### src/rtl/i2s_tx_if.sv
// i2s_tx_if: frame input channel of the I2S transmitter.
// The mixer (master) offers a stereo frame with valid; the transmitter
// (slave) returns ready and its FIFO fill level.
interface i2s_tx_if #(
    parameter int WIDTH = 16,
    parameter int DEPTH = 4
);
    logic [WIDTH-1:0]         ldata;
    logic [WIDTH-1:0]         rdata;
    logic                     valid;
    logic                     ready;
    logic [$clog2(DEPTH):0]   level;

    modport master (output ldata, output rdata, output valid, input ready, input level);
    modport slave  (input ldata, input rdata, input valid, output ready, output level);
endinterface

### src/rtl/i2s_tx.sv
// i2s_tx: stereo serial audio transmitter (Philips I2S or left-justified)
// with a small frame FIFO, generating mck, sck and lr from the system clock.
// Build option: define I2S_HOLD_EN to repeat the last popped frame on
// underrun; without it an underrun frame is muted (all zeros).
// Serial data is produced by a 2*SLOT-bit frame image that is loaded at the
// frame boundary and shifted out MSB first, one bit per sck period.
module i2s_tx #(
    parameter int WIDTH   = 16,
    parameter int SLOT    = 32,
    parameter int SCK_DIV = 16,
    parameter int MCK_DIV = 4,
    parameter int DEPTH   = 4,
    parameter int MODE    = 0
) (
    input  logic    clock,
    input  logic    reset,
    i2s_tx_if.slave in_if,
    output logic    underrun,
    output logic    mck,
    output logic    sck,
    output logic    lr,
    output logic    d
);
    localparam int   SC_W    = (SCK_DIV > 2) ? $clog2(SCK_DIV) : 1;
    localparam int   MC_W    = (MCK_DIV > 2) ? $clog2(MCK_DIV) : 1;
    localparam int   FW      = 2 * SLOT;
    localparam int   BC_W    = $clog2(FW);
    localparam int   PW      = $clog2(DEPTH);
    localparam int   LW      = PW + 1;
    // Philips I2S delays the MSB by one bit after the lr transition.
    localparam int   OFF     = (MODE == 0) ? 1 : 0;
    localparam int   LSH     = SLOT - WIDTH - OFF;
    localparam logic LR_LEFT = (MODE == 0) ? 1'b0 : 1'b1;

    logic [SC_W-1:0]  sc_q, sc_d;
    logic [BC_W-1:0]  bc_q, bc_d;
    logic [MC_W-1:0]  mc_q, mc_d;
    logic             sck_q, sck_d;
    logic             mck_q, mck_d;
    logic             lr_q, lr_d;
    logic             sd_q, sd_d;
    logic [FW-1:0]    shift_q, shift_d;
    logic             underrun_q, underrun_d;
    logic             first_q, first_d;
    logic [PW-1:0]    wr_ptr_q, wr_ptr_d;
    logic [PW-1:0]    rd_ptr_q, rd_ptr_d;
    logic [LW-1:0]    level_q, level_d;
    logic             ready_q, ready_d;
    logic [WIDTH-1:0] mem_l_q [DEPTH];
    logic [WIDTH-1:0] mem_r_q [DEPTH];
`ifdef I2S_HOLD_EN
    logic [WIDTH-1:0] last_l_q, last_l_d;
    logic [WIDTH-1:0] last_r_q, last_r_d;
`endif

    logic             sc_wrap;
    logic             boundary;
    logic             fifo_empty;
    logic             push;
    logic             pop;
    logic [WIDTH-1:0] load_l;
    logic [WIDTH-1:0] load_r;
    logic [SLOT-1:0]  img_l;
    logic [SLOT-1:0]  img_r;
    logic [FW-1:0]    img;

    // Counters, FIFO bookkeeping, frame loading and serial output next-state.
    always_comb begin
        sc_wrap    = (sc_q == SC_W'(SCK_DIV - 1));
        boundary   = sc_wrap && (bc_q == BC_W'(FW - 1));
        fifo_empty = (level_q == '0);
        push       = in_if.valid && ready_q;
        pop        = boundary && !fifo_empty;

        sc_d = sc_wrap ? '0 : sc_q + 1'b1;
        bc_d = bc_q;
        if (sc_wrap) begin
            bc_d = (bc_q == BC_W'(FW - 1)) ? '0 : bc_q + 1'b1;
        end
        mc_d  = (mc_q == MC_W'(MCK_DIV - 1)) ? '0 : mc_q + 1'b1;
        sck_d = (sc_d >= SC_W'(SCK_DIV / 2));
        mck_d = (mc_d >= MC_W'(MCK_DIV / 2));

        load_l = '0;
        load_r = '0;
        if (pop) begin
            load_l = mem_l_q[rd_ptr_q];
            load_r = mem_r_q[rd_ptr_q];
        end
`ifdef I2S_HOLD_EN
        else begin
            load_l = last_l_q;
            load_r = last_r_q;
        end
        last_l_d = last_l_q;
        last_r_d = last_r_q;
        if (pop) begin
            last_l_d = load_l;
            last_r_d = load_r;
        end
`endif
        img_l = SLOT'(load_l) << LSH;
        img_r = SLOT'(load_r) << LSH;
        img   = {img_l, img_r};

        // d and lr only move on the sck falling edge (sc wrapping to 0).
        shift_d = shift_q;
        sd_d    = sd_q;
        lr_d    = lr_q;
        if (sc_wrap) begin
            if (boundary) begin
                sd_d    = img[FW-1];
                shift_d = img << 1;
            end else begin
                sd_d    = shift_q[FW-1];
                shift_d = shift_q << 1;
            end
            lr_d = (bc_d < BC_W'(SLOT)) ? LR_LEFT : ~LR_LEFT;
        end

        // The boundary right after reset closes the silent start-up frame
        // and is not an underrun.
        underrun_d = boundary && fifo_empty && !first_q;
        first_d    = first_q && !boundary;

        wr_ptr_d = wr_ptr_q + PW'(push);
        rd_ptr_d = rd_ptr_q + PW'(pop);
        level_d  = level_q + LW'(push) - LW'(pop);
        ready_d  = (level_d < LW'(DEPTH));
    end

    // State registers with synchronous reset; reset flushes the FIFO.
    always_ff @(posedge clock) begin
        if (reset) begin
            sc_q       <= '0;
            bc_q       <= '0;
            mc_q       <= '0;
            sck_q      <= 1'b0;
            mck_q      <= 1'b0;
            lr_q       <= LR_LEFT;
            sd_q       <= 1'b0;
            shift_q    <= '0;
            underrun_q <= 1'b0;
            first_q    <= 1'b1;
            wr_ptr_q   <= '0;
            rd_ptr_q   <= '0;
            level_q    <= '0;
            ready_q    <= 1'b1;
`ifdef I2S_HOLD_EN
            last_l_q   <= '0;
            last_r_q   <= '0;
`endif
        end else begin
            sc_q       <= sc_d;
            bc_q       <= bc_d;
            mc_q       <= mc_d;
            sck_q      <= sck_d;
            mck_q      <= mck_d;
            lr_q       <= lr_d;
            sd_q       <= sd_d;
            shift_q    <= shift_d;
            underrun_q <= underrun_d;
            first_q    <= first_d;
            wr_ptr_q   <= wr_ptr_d;
            rd_ptr_q   <= rd_ptr_d;
            level_q    <= level_d;
            ready_q    <= ready_d;
`ifdef I2S_HOLD_EN
            last_l_q   <= last_l_d;
            last_r_q   <= last_r_d;
`endif
        end
    end

    // FIFO storage; contents need no reset since the pointers define validity.
    always_ff @(posedge clock) begin
        if (push) begin
            mem_l_q[wr_ptr_q] <= in_if.ldata;
            mem_r_q[wr_ptr_q] <= in_if.rdata;
        end
    end

    assign in_if.ready = ready_q;
    assign in_if.level = level_q;
    assign underrun    = underrun_q;
    assign mck         = mck_q;
    assign sck         = sck_q;
    assign lr          = lr_q;
    assign d           = sd_q;
endmodule

### src/flat_wrapper.sv
// flat-port wrapper written by rule: the top's interface ports become plain ports
module i2s_tx_flat 
#(
    parameter int WIDTH   = 16,
    parameter int SLOT    = 32,
    parameter int SCK_DIV = 16,
    parameter int MCK_DIV = 4,
    parameter int DEPTH   = 4,
    parameter int MODE    = 0
)
  (clock, reset, underrun, mck, sck, lr, d, in_if_ldata, in_if_rdata, in_if_valid, in_if_ready, in_if_level);
  i2s_tx_if #(.WIDTH(WIDTH), .DEPTH(DEPTH)) in_if_i ();
  input  logic clock;
  input  logic reset;
  output logic underrun;
  output logic mck;
  output logic sck;
  output logic lr;
  output logic d;
  input wire logic [$bits(in_if_i.ldata)-1:0] in_if_ldata;
  input wire logic [$bits(in_if_i.rdata)-1:0] in_if_rdata;
  input wire logic [$bits(in_if_i.valid)-1:0] in_if_valid;
  output wire logic [$bits(in_if_i.ready)-1:0] in_if_ready;
  output wire logic [$bits(in_if_i.level)-1:0] in_if_level;
  assign in_if_i.ldata = in_if_ldata;
  assign in_if_i.rdata = in_if_rdata;
  assign in_if_i.valid = in_if_valid;
  assign in_if_ready = in_if_i.ready;
  assign in_if_level = in_if_i.level;
  i2s_tx #(.WIDTH(WIDTH), .SLOT(SLOT), .SCK_DIV(SCK_DIV), .MCK_DIV(MCK_DIV), .DEPTH(DEPTH), .MODE(MODE)) u_core (.clock(clock), .reset(reset), .in_if(in_if_i), .underrun(underrun), .mck(mck), .sck(sck), .lr(lr), .d(d));
endmodule
### config.mk
export PLATFORM = sky130hd
export DESIGN_NAME = i2s_tx_flat
export DESIGN_NICKNAME = d
export VERILOG_FILES = /design/src/rtl/i2s_tx_if.sv /design/src/rtl/i2s_tx.sv /design/src/flat_wrapper.sv
export SDC_FILE = /design/constraint.sdc
export NUM_CORES = 1
export LEC_CHECK = 0
export ABC_AREA = 1
export BUFFER_PORTS_ARGS = -buffer_cell sky130_fd_sc_hd__clkbuf_2
export CELL_PAD_IN_SITES_DETAIL_PLACEMENT = 0
export CELL_PAD_IN_SITES_GLOBAL_PLACEMENT = 1
export CORE_MARGIN = 5
export CORE_UTILIZATION = 48
export DETAILED_ROUTE_END_ITERATION = 6
export GPL_TIMING_DRIVEN = 1
export PLACE_DENSITY = 0.8
export SLEW_MARGIN = 20
export SYNTH_ARGS = -nofsm -noshare
export SYNTH_HDL_FRONTEND = slang
export SYNTH_SLANG_ARGS = --single-unit
export TNS_END_PERCENT = 100
### constraint.sdc
create_clock -name clock -period 3.61 [get_ports clock]
set_clock_uncertainty 0.15 [all_clocks]
set_input_delay 0.361 -clock clock [delete_from_list [all_inputs] [get_ports clock]]
set_output_delay 0.361 -clock clock [all_outputs]
set_load 0.005 [all_outputs]
# == Word-level counts from Yosys, hierarchy flattened ==
# Memories as Yosys holds them, arrays and structs flattened. A register that Yosys moved wholly into a read port is not among the register bits.
# Index checks and enable logic that the tools add are counted.
# classes
add_sub_neg,7
magnitude_cmp,4
n_eq_ne,3
n_mux,13
n_reduce_logical,10
# ops
op,n
2-to-1 mux 64 bit,1
2-to-1 mux 16 bit,2
2-to-1 mux 6 bit,2
adder 6 x 1 -> 6 bit (second input constant),1
== test 6 bit (second input constant),1
logical AND 1 bit,6
< comparator 6 bit (second input constant),1
2-to-1 mux 2 bit,3
adder 2 x 1 -> 2 bit,2
adder 4 x 1 -> 4 bit (second input constant),1
== test 4 bit (second input constant),1
greater-or-equal comparator 4 bit (second input constant),1
2-to-1 mux 1 bit,4
2-to-1 mux 4 bit,1
adder 3 x 1 -> 3 bit,1
zero test 1 bit,3
zero test 3 bit,1
< comparator 3 bit (second input constant),1
subtractor 3 x 1 -> 3 bit,1
adder 2 x 1 -> 2 bit (second input constant),1
== test 2 bit (second input constant),1
greater-or-equal comparator 2 bit (second input constant),1
# word_totals
regBits,90
mem_bits_rw,128
inputBits,35
n_memories,2
# memory_table
memory,words,word_bits,rd,rd_clocked_by_memory_dff,write_ports,line_no,source
u_core.mem_l_q,4,16,1,1,1,i2s_tx.sv:49,logic [WIDTH-1:0] mem_l_q [DEPTH];
u_core.mem_r_q,4,16,1,1,1,i2s_tx.sv:50,logic [WIDTH-1:0] mem_r_q [DEPTH];

# == Logic depth before layout (Yosys ltp) ==
# Gate-level depths: netlist of the first run.
# depth
ltp_word,5
depth_mapped,13
ltp_nobuf,12

# == Worst setup path after synthesis of the first run ==
# No wires, ideal clock.
# synth_path
path_kind,input-to-reg
start,in in_if_valid
end,"mem u_core.mem_l_q[0][0], enable pin"
setup_time_ns,0.461
t_arrival_ns,2.670
required_ns,2.999
slack_ns,0.329
cell_stages,2
path_cell_list,nand2_1 > nor3_1
# synth_between
elab_chain_cells,3
# synth_lines
element,line_no,source
from (decl),flat_wrapper.sv:22,input wire logic [$bits(in_if_i.valid)-1:0] in_if_valid;
logical AND 1 bit,i2s_tx.sv:72,push = in_if.valid && ready_q;
2-to-1 mux 1 bit,i2s_tx.sv:177,if (push) begin
2-to-1 mux 1 bit (implied by the code),i2s_tx.sv:178,mem_l_q[wr_ptr_q] <= in_if.ldata;
to (decl),i2s_tx.sv:49,
# No other way between the ends.

# == Worst setup path after layout of the first run ==
# layout_path
start,reg u_core.bc_q[0]
end,"reg u_core.level_q[2], in the netlist u_core.in_if.level[2]"
# layout_between
elab_chain_cells,4
# layout_lines
element,line_no,source
from (decl),i2s_tx.sv:36,"logic [BC_W-1:0] bc_q, bc_d;"
from (signal assigned),i2s_tx.sv:136,bc_q <= '0;
from (signal assigned),i2s_tx.sv:155,bc_q <= bc_d;
== test 6 bit,i2s_tx.sv:70,boundary = sc_wrap && (bc_q == BC_W'(FW - 1));
logical AND 1 bit,i2s_tx.sv:70,
logical AND 1 bit,i2s_tx.sv:73,pop = boundary && !fifo_empty;
subtractor 3 x 1 -> 3 bit,i2s_tx.sv:128,level_d = level_q + LW'(push) - LW'(pop);
to (signal assigned),i2s_tx.sv:166,level_q <= level_d;
to (decl),i2s_tx.sv:47,"logic [LW-1:0] level_q, level_d;"
# No other way between the ends.
# A chain may end at the register's enable or synchronous reset.

==> results of run 1 <==
==> cells by family after synthesis <==
group	after synthesis	synth area share
and+or+nand+nor	221	0.118
AOI/OAI and AO/OA	219	0.144
DFF	200	0.686
buffers and inverters	66	0.0380
adders and majority gates	6	0.0107
xor gates and xnor gates	3	0.00341
==> what timing repair did <==
action	CTS	global route
hold buffers	21	1
hold endpoints to repair	81	4
endpoints found under the setup margin	0	0
==> cell type report <==
| cell class | instances | area, um^2 | area share |
|---|---|---|---|
| clock inverters | 13 | 151 | 0.0170 |
| flip-flops and latches | 200 | 5290 | 0.595 |
| inverters | 22 | 83.8 | 0.00943 |
| multi-input cells | 449 | 2140 | 0.241 |
| repair buffers | 76 | 518 | 0.0583 |
| clock buffers | 19 | 433 | 0.0487 |
| well taps | 216 | 270 | 0.0304 |
==> sequential cells by signal (all words and copies together), names as in the netlist <==
| signal | count |
|---|---|
| u_core.mem_l_q | 64 |
| u_core.in_if.level | 3 |
| u_core.first_q | 1 |
| u_core.shift_q | 48 |
| u_core.bc_q | 6 |
| u_core.sck | 1 |
| u_core.d | 1 |
| u_core.mck | 1 |
| u_core.mem_r_q | 64 |
| u_core.wr_ptr_q | 2 |
| u_core.mc_q | 1 |
| u_core.in_if.ready | 1 |
| u_core.underrun | 1 |
| u_core.rd_ptr_q | 2 |
| u_core.sc_q | 3 |
| u_core.lr | 1 |
==> worst paths after layout <==
path                            to  slack (ps)  cells past startpoint
min reg2reg         u_core.mc_q[0]         280                      1
max reg2reg  u_core.in_if.level[2]        1160                     11
max          u_core.in_if.level[2]        1160                     11
min           u_core.mem_r_q[0][1]          10                      1
==> power by group <==
group / total, mW / switching (mW) / internal, mW
sequential: 2.64 / 0.0429 / 2.60
clock: 1.87 / 0.789 / 1.09
combinational: 0.339 / 0.226 / 0.113
total: 4.86 / 1.06 / 3.80
==> cell usage in the layout, fill, tap and decap left out, drive strengths merged <==
cell           n
a211oi         1
a21oi         87
and3           1
buf           11
bufinv         3
clkbuf        62
clkinv         8
clkinvlp       1
dfxtp         72
dlygate4sd3   22
edfxtp       128
fa             1
ha             5
inv           23
nand2         91
nand3          5
nand4          3
nor2         113
nor3           6
nor4           1
o21a           1
o21ai        130
or2            1
xnor2          2
xor2           1
==> per-stage QoR <==
stage / hold WS, ps / power [mW]
final: 14.3 / 4.86
after global routing: 3.93 / 5.05
after CTS: 0.791 / 4.90
after detailed placement: 274 / 3.02
after global placement: 262 / 3.00
after floorplan: 249 / 2.89
==> worst max-delay path: cells and delay by family, from the launching register on <==
kind	cells	cell delay [ps]
adders and majority gates	3	840
and+or+nand+nor	7	900
DFF	1	420
buffers and inverters	1	50
==> routing by layer <==
layer / up-vias / track usage
met5: - / 0
met4: 0 / 0.0661
met3: 18 / 0.0404
met2: 98 / 0.302
met1: 2539 / 0.215
li1: 2581 / -
==> metrics, run 1 <==
post-DP HPWL=8320 um; VDD IR max=340 uV; # rows=46; layout net count=807; final setup vio count=0; final non-filler cell total=995; synth unique cells=33; max-cap violation count=0; Mapped Avg Cell Area=10.8 um^2; WL met2=7850 um; data required time of the worst path=3780 ps; Critical Path Start Type=register; Static Leak=3.20 nW; Post-Syn Area=7700 um^2; clk slew on worst S/H paths=70 ps; Initial Utilization=0.487; area leader, netlist=edfxtp_1; Num CTS Buffers=17; worst slew pin tran=865 ps; Layout fillers=1366; max-slew violations=0; DR iter-0 viols=377; number of synthesized flops with an enable pin=128; final instance area=8890 um^2; Worst Setup Path Type=register to register; Die Area=18700 um^2; gr ovfl total=0; RSZ-0062 raised after global routing=no; setup tns final=0 ps; P&R area growth vs syn=15.4%; Max Fclk=0.407 GHz; CTS tree=built; cell count after synthesis=715; Placeable Area=15800 um^2; FFs w/ async S/R, synth=0; top-count cell post-synth=edfxtp_1; largest net degree at the start of global routing=66; Vias/cell=5.26; first-pass GRT wire length=25300 um; Post-Place Cells=941; post-route DRC violation count=0; DR pass1 iterations=5; final WL=15300 um; initial antenna violation count=0; Mapped Nets=756; Yosys reg bits=200; top cell type's share of synthesized area=0.499; die height=137 um; kind of end point of the critical path=register; share of layout cells above drive strength 1=0.127; Slowest cell on crit path=dfxtp_1; port bufs=43; dpl ws=1160 ps; Hold Vio Cnt, Final=0; Crit path arrival time=2630 ps; pwr dens=546 nW/um^2; clock sinks=200; crit path max fanout=6; top layer in use=met4; Via Count=5236; metal3 WL=636 um; fin crit share=0.680; M1 wire length=6620 um; number of post-CTS setup repair buffers=0; # H-tree levels=4; clock buffer depth=2; vias in the first global route=5079; Hold Crit Class=primary input to register; WL per Instance=15.4 um; critical path's largest stage delay=420 ps; worst setup path startpoint=u_core.bc_q[0]; dpl cell area=8080 um^2; worst relative slew slack=0.423; Die Wd=137 um; synth warn=0; status=finished, final reports clean; worst r2r src=u_core.bc_q[0]; Root Buffer=clkbuf_16; hold_sp=in_if_rdata[1]; post-cts resize count=0; Routed Antenna Nets=0; worst path cell trace=ha_1 -> nand3_2 -> nor2_4 -> nand2_4 -> nand2_1 -> nand2_1 -> ha_1 -> fa_1 -> or2_2 -> nand3_1 -> inv_1; Main synth FF type=edfxtp_1; Top-Level Pins=44; clock latency at the later pin of the worst-skew pair=430 ps; Final WS setup=1160 ps; Final min period=2450 ps; Antenna Cells=0; most instantiated cells after synthesis=edfxtp_1, o21ai_0, nor2_1, nand2_1, a21oi_1; fin util=0.562; Tot GR Track Use=0.175; Seq/Total Area, Yosys=0.686; top post-synthesis cells by area=edfxtp_1, dfxtp_1, o21ai_0; GP Congestion=0.777
No activity file was read; power rests on OpenSTA's default activity.
==> run 2, diff against run 1 <==
- clock period: 3.61 -> 2.5 ns (I/O delays scaled with it)
==> metrics, run 2 (synthesis gave the netlist of run 1 again) <==
worst relative slew slack=0.439 (was 0.423); Hold Crit Class=primary input to register (unchanged); Static Leak=3.28 nW (was 3.20 nW); vias in the first global route=5189 (was 5079); DR iter-0 viols=548 (was 377); CTS tree=built (unchanged); combinational fraction of design power=0.072 (was 0.070); Die Wd=137 um (unchanged); Tot GR Track Use=0.175 (about the same); clk slew on worst S/H paths=70 ps (about the same); final WL=15700 um (was 15300 um); max-slew violations=0 (unchanged); Worst Setup Path Type=register to register (unchanged); Placeable Area=15800 um^2 (unchanged); Top-Level Pins=44 (unchanged); worst slew pin tran=840 ps (was 865 ps); Worst Hold Depth=3 (was 1); post-DP HPWL=8540 um (was 8320 um); Initial Utilization=0.487 (unchanged); first-pass GRT wire length=25400 um (was 25300 um); Clk pwr share=0.392 (was 0.386); total power=7.11 mW (was 4.86 mW); Largest regs=u_core.mem_l_q (64), u_core.mem_r_q (64), u_core.shift_q (48) (unchanged); post-route DRC violation count=0 (unchanged); Internal Power=5.59 mW (was 3.80 mW); hold endpoint=u_core.in_if.level[0] (was u_core.mem_r_q[0][1]); WL per Instance=15.5 um (was 15.4 um); power share of the sequential group=0.537 (was 0.544); Sw Share=0.214 (was 0.218); GP Congestion=0.786 (was 0.777); initial antenna violation count=0 (unchanged); Critical Path Start Type=register (unchanged); P&R area growth vs syn=17.7% (was 15.4%); # H-tree levels=4 (unchanged); WHS=152 ps (was 14.3 ps); kind of end point of the critical path=register (unchanged); fin crit share=0.939 (was 0.680); multi-input combinational cell area=2150 um^2 (was 2140 um^2); status=finished, final reports clean (unchanged); clock buffer depth=2 (unchanged); hold_sp=reset (was in_if_rdata[1]); Die Area=18700 um^2 (unchanged); clock latency at the later pin of the worst-skew pair=430 ps (about the same); largest net degree at the start of global routing=66 (unchanged); Reg2Reg Depth=11 (unchanged); clock sinks=200 (unchanged); DR pass1 iterations=5 (unchanged); commonest non-fill, non-tap cell in the layout=edfxtp_1 (unchanged); dpl ws=77.2 ps (was 1160 ps); most frequent cells in the layout=edfxtp_1, o21ai_0, nor2_1 (unchanged); P_sw=1.52 mW (was 1.06 mW); Num CTS Buffers=17 (unchanged); register area=5290 um^2 (about the same); dpl cell area=8120 um^2 (was 8080 um^2); worst r2r src=u_core.bc_q[0] (unchanged); Final WS setup=152 ps (was 1160 ps); Root Buffer=clkbuf_16 (unchanged); r2r setup slk=150 ps (was 1160 ps); layout net count=822 (was 807); gr ovfl total=0 (unchanged); final setup vio count=0 (unchanged); die height=137 um (unchanged); share of layout cells above drive strength 1=0.135 (was 0.127); data required time of the worst path=2680 ps (was 3780 ps); # rows=46 (unchanged); port bufs=43 (unchanged); max-cap violation count=0 (unchanged); Max Fclk=0.426 GHz (was 0.407 GHz); reg2reg end=u_core.in_if.level[2] (unchanged); Final min period=2350 ps (was 2450 ps); Hold Vio Cnt, Final=0 (unchanged); VDD IR max=461 uV (was 340 uV); final instance area=9060 um^2 (was 8890 um^2); Layout fillers=1319 (was 1366); Routed Antenna Nets=0 (unchanged); Vias/cell=5.28 (was 5.26); Via Count=5326 (was 5236); crit path max fanout=5 (was 6); fin util=0.573 (was 0.562); Crit path arrival time=2520 ps (was 2630 ps); pwr dens=785 nW/um^2 (was 546 nW/um^2); Antenna Cells=0 (unchanged)
-- run 2: worst max path at each step --
stage | from | to | slack [ps]
final | u_core.bc_q[0] | u_core.in_if.level[2] | 150
after global routing | u_core.bc_q[1] | u_core.in_if.level[2] | -10
after CTS | u_core.bc_q[1] | u_core.in_if.level[2] | 70
after detailed placement | u_core.bc_q[1] | u_core.in_if.level[2] | 80
after global placement | u_core.bc_q[1] | u_core.in_if.level[2] | 190
after floorplan | u_core.wr_ptr_q[1] | u_core.mem_l_q[2][0] | -770
-- run 2: power groups by stage --
stage          sequential (mW)  clock, mW  combinational, mW
6_report                  3.82       2.79              0.509
5_1_grt                   3.83       3.00              0.580
4_1_cts                   3.82       2.85              0.519
3_5_place_dp              3.89          0              0.476
3_3_place_gp              3.88          0              0.458
2_1_floorplan             3.89          0              0.280
-- run 2: metrics by stage --
step / std cells / TNS (ps)
floorplan: 715 / -97720
detailed placement: 945 / 0
global placement: 945 / 0
global route: 1009 / -15.0
CTS: 1008 / 0
finish: 1009 / 0
-- run 2: metal layers --
layer | wire (um) | GRT usage | up-vias
met5 | 0 | 0 | -
met4 | 194 | 0.0577 | 0
met3 | 778 | 0.0430 | 21
met2 | 8170 | 0.308 | 138
met1 | 6530 | 0.212 | 2552
li1 | - | - | 2615
-- run 2: timing repair --
item,in CTS,in global routing
endpoints found under the setup margin,0,2
setup buffers,0,1
hold endpoints to repair,128,0
gates resized for setup,0,2
hold buffers,32,0
-- run 2: cell type report --
type                            count  area share
Tap cell                          216      0.0298
Multi-Input combinational cell    449       0.237
Clock buffer                       18      0.0473
Clock inverter                     13      0.0196
Timing Repair Buffer               91      0.0737
Sequential cell                   200       0.583
Inverter                           22     0.00925
-- run 2: critical path, cell delays in order, from the launching register on --
cell and delay [ps]:
dfxtp_1 350, ha_2 230, nand3_2 100, nor2_4 170
nand2_4 100, nand2_1 70, nand2_1 50, ha_1 200
fa_1 390, or2_2 300, nand3_1 90, inv_1 50
==> run 3, diff against run 2 <==
- CORE_MARGIN: 5 -> 3
- CORE_UTILIZATION: 48 -> 43
- PLACE_DENSITY: 0.8 -> 0.76
- clock period: 2.5 -> 2 ns (I/O delays scaled with it)
==> metrics, run 3 (synthesis gave the netlist of run 1 again) <==
pwr dens=929 nW/um^2 (was 785 nW/um^2); Internal Power=6.69 mW (was 5.59 mW); Vias/cell=5.21 (was 5.28); largest net degree at the start of global routing=40 (was 66); Clk pwr share=0.363 (was 0.392); r2r setup slk=-40 ps (was 150 ps); kind of end point of the critical path=register (unchanged); # H-tree levels=4 (unchanged); most frequent cells in the layout=edfxtp_1, o21ai_0, nor2_1 (unchanged); Critical Path Start Type=register (unchanged); clock latency at the later pin of the worst-skew pair=430 ps (about the same); Buf+Inv Stages, Crit Path=1 (unchanged); Final WS setup=-38.9 ps (was 152 ps); Layout fillers=1493 (was 1319); post-DP HPWL=9490 um (was 8540 um); Tot GR Track Use=0.171 (was 0.175); DR pass1 iterations=7 (was 5); combinational fraction of design power=0.087 (was 0.072); Hold Crit Class=primary input to register (unchanged); dpl ws=-93.4 ps (was 77.2 ps); fin util=0.536 (was 0.573); Largest regs=u_core.mem_l_q (64), u_core.mem_r_q (64), u_core.shift_q (48) (unchanged); Initial Utilization=0.442 (was 0.487); hold_sp=in_if_valid (was reset); gr ovfl total=0 (unchanged); worst r2r src=u_core.bc_q[0] (unchanged); max-cap violation count=0 (unchanged); commonest non-fill, non-tap cell in the layout=edfxtp_1 (unchanged); Hold Vio Cnt, Final=0 (unchanged); failing checks=DRC, setup timing; P&R area growth vs syn=21.3% (was 17.7%); crit path max fanout=3 (was 5); Post-Place Cells=974 (was 945); # rows=48 (was 46); Sw Share=0.229 (was 0.214); VDD IR max=704 uV (was 461 uV); fin crit share=1.02 (was 0.939); Die Wd=140 um (was 137 um); clk slew on worst S/H paths=70 ps (about the same); Final min period=2040 ps (was 2350 ps); hold endpoint=u_core.in_if.level[0] (unchanged); CTS tree=built (unchanged); Via Count=5433 (was 5326); final instance area=9340 um^2 (was 9060 um^2); worst path cell trace=ha_4 -> nand3_4 -> nor2_4 -> nand2_4 -> nand2_2 -> nand2_2 -> ha_4 -> fa_2 -> or2_4 -> nand3_4 -> inv_2 (was ha_2 -> nand3_2 -> nor2_4 -> nand2_4 -> nand2_1 -> nand2_1 -> ha_1 -> fa_1 -> or2_2 -> nand3_1 -> inv_1); status=finished with violations (was finished, final reports clean); post-route DRC violation count=2 (was 0); worst slew pin tran=416 ps (was 840 ps); Num CTS Buffers=17 (unchanged); Largest delay share family, worst path=simple AND/OR/NAND/NOR gates (unchanged); RSZ-0062 raised after global routing=yes; worst relative slew slack=0.722 (was 0.439); die height=140 um (was 137 um); Antenna Cells=0 (unchanged); critical path's largest stage delay=360 ps (was 390 ps); port bufs=43 (unchanged); WL per Instance=15.7 um (was 15.5 um); clock sinks=200 (unchanged); reg2reg end=u_core.in_if.level[2] (unchanged); clock buffer depth=2 (unchanged); Reg2Reg Depth=11 (unchanged); Crit path arrival time=2220 ps (was 2520 ps); Routed Antenna Nets=0 (unchanged); final setup vio count=1 (was 0); Slowest cell on crit path=dfxtp_4 (was fa_1); initial antenna violation count=0 (unchanged); dpl cell area=8400 um^2 (was 8120 um^2); DR iter-0 viols=463 (was 548); data required time of the worst path=2180 ps (was 2680 ps); Max Fclk=0.490 GHz (was 0.426 GHz); share of layout cells above drive strength 1=0.169 (was 0.135); total power=8.68 mW (was 7.11 mW); layout net count=845 (was 822); Placeable Area=17400 um^2 (was 15800 um^2); Root Buffer=clkbuf_16 (unchanged); power share of the sequential group=0.550 (was 0.537); Top-Level Pins=44 (unchanged); vias in the first global route=5318 (was 5189); Worst Setup Path Type=register to register (unchanged); P_sw=1.99 mW (was 1.52 mW); Worst Hold Depth=6 (was 3); GP Congestion=0.748 (was 0.786); final non-filler cell total=1042 (was 1009); Die Area=19600 um^2 (was 18700 um^2); first-pass GRT wire length=26500 um (was 25400 um); max-slew violations=0 (unchanged); Static Leak=3.37 nW (was 3.28 nW); final WL=16300 um (was 15700 um)
run 3: cell types whose count changed in the layout (fill, tap and decap cells not counted), moves of 4 or more:
| cell | change |
|---|---|
| buf_4 | +18 |
| nor3_2 | -4 |
| nor3_4 | +4 |
| buf_12 | +4 |
| nand2_1 | -4 |
| clkinv_2 | -4 |
run 3: worst register-to-register path, stage by stage, from the launching register on:
cell and delay (ps):
dfxtp_4 360, ha_4 140, nand3_4 80, nor2_4 140, nand2_4 90, nand2_2 70
nand2_2 70, ha_4 160, fa_2 350, or2_4 240, nand3_4 60, inv_2 30
run 3: layout make-up:
class	count	area [um^2]	area share
Sequential cell	200	5290	0.567
Multi-Input combinational cell	449	2250	0.241
Tap cell	225	282	0.0301
Clock buffer	20	437	0.0467
Clock inverter	12	104	0.0111
Timing Repair Buffer	114	893	0.0956
Inverter	22	82.6	0.00884
run 3: timing repair:
item,in CTS,in global routing
setup buffers,3,0
hold endpoints to repair,139,0
hold buffers,33,0
resized for setup,7,5
setup endpoints to repair,3,3
pin swaps,6,4
run 3: how the worst max path moves through the flow:
stage                                  start                     to  cells past startpoint
after floorplan           u_core.wr_ptr_q[0]   u_core.mem_l_q[3][0]                      2
after global placement        u_core.sc_q[0]  u_core.in_if.level[2]                     11
after CTS                     u_core.sc_q[0]  u_core.in_if.level[2]                     11
after global routing          u_core.bc_q[0]  u_core.in_if.level[2]                     11
after detailed placement      u_core.sc_q[1]  u_core.in_if.level[2]                     11
final                         u_core.bc_q[0]  u_core.in_if.level[2]                     11
run 3: layer usage:
| layer | share of wire | track usage | up-vias |
|---|---|---|---|
| met5 | 0 | 0 | - |
| met4 | 0.012 | 0.0530 | 0 |
| met3 | 0.044 | 0.0409 | 17 |
| met2 | 0.51 | 0.297 | 117 |
| met1 | 0.44 | 0.211 | 2636 |
| li1 | - | - | 2663 |
run 3: metrics by stage:
stage	setup TNS, ps	hold WS (ps)
2_1_floorplan	-43550	129
3_3_place_gp	-20.6	261
3_5_place_dp	-178	266
4_1_cts	-4.93	200
5_1_grt	-165	291
6_report	-38.9	248
run 3: power by group through the flow:
stage	registers (mW)	clock network [mW]	logic [mW]
after detailed placement	4.86	0	0.698
after global routing	4.79	3.40	0.854
after global placement	4.85	0	0.675
after floorplan	4.85	0	0.368
after CTS	4.77	3.22	0.755
final	4.77	3.15	0.757
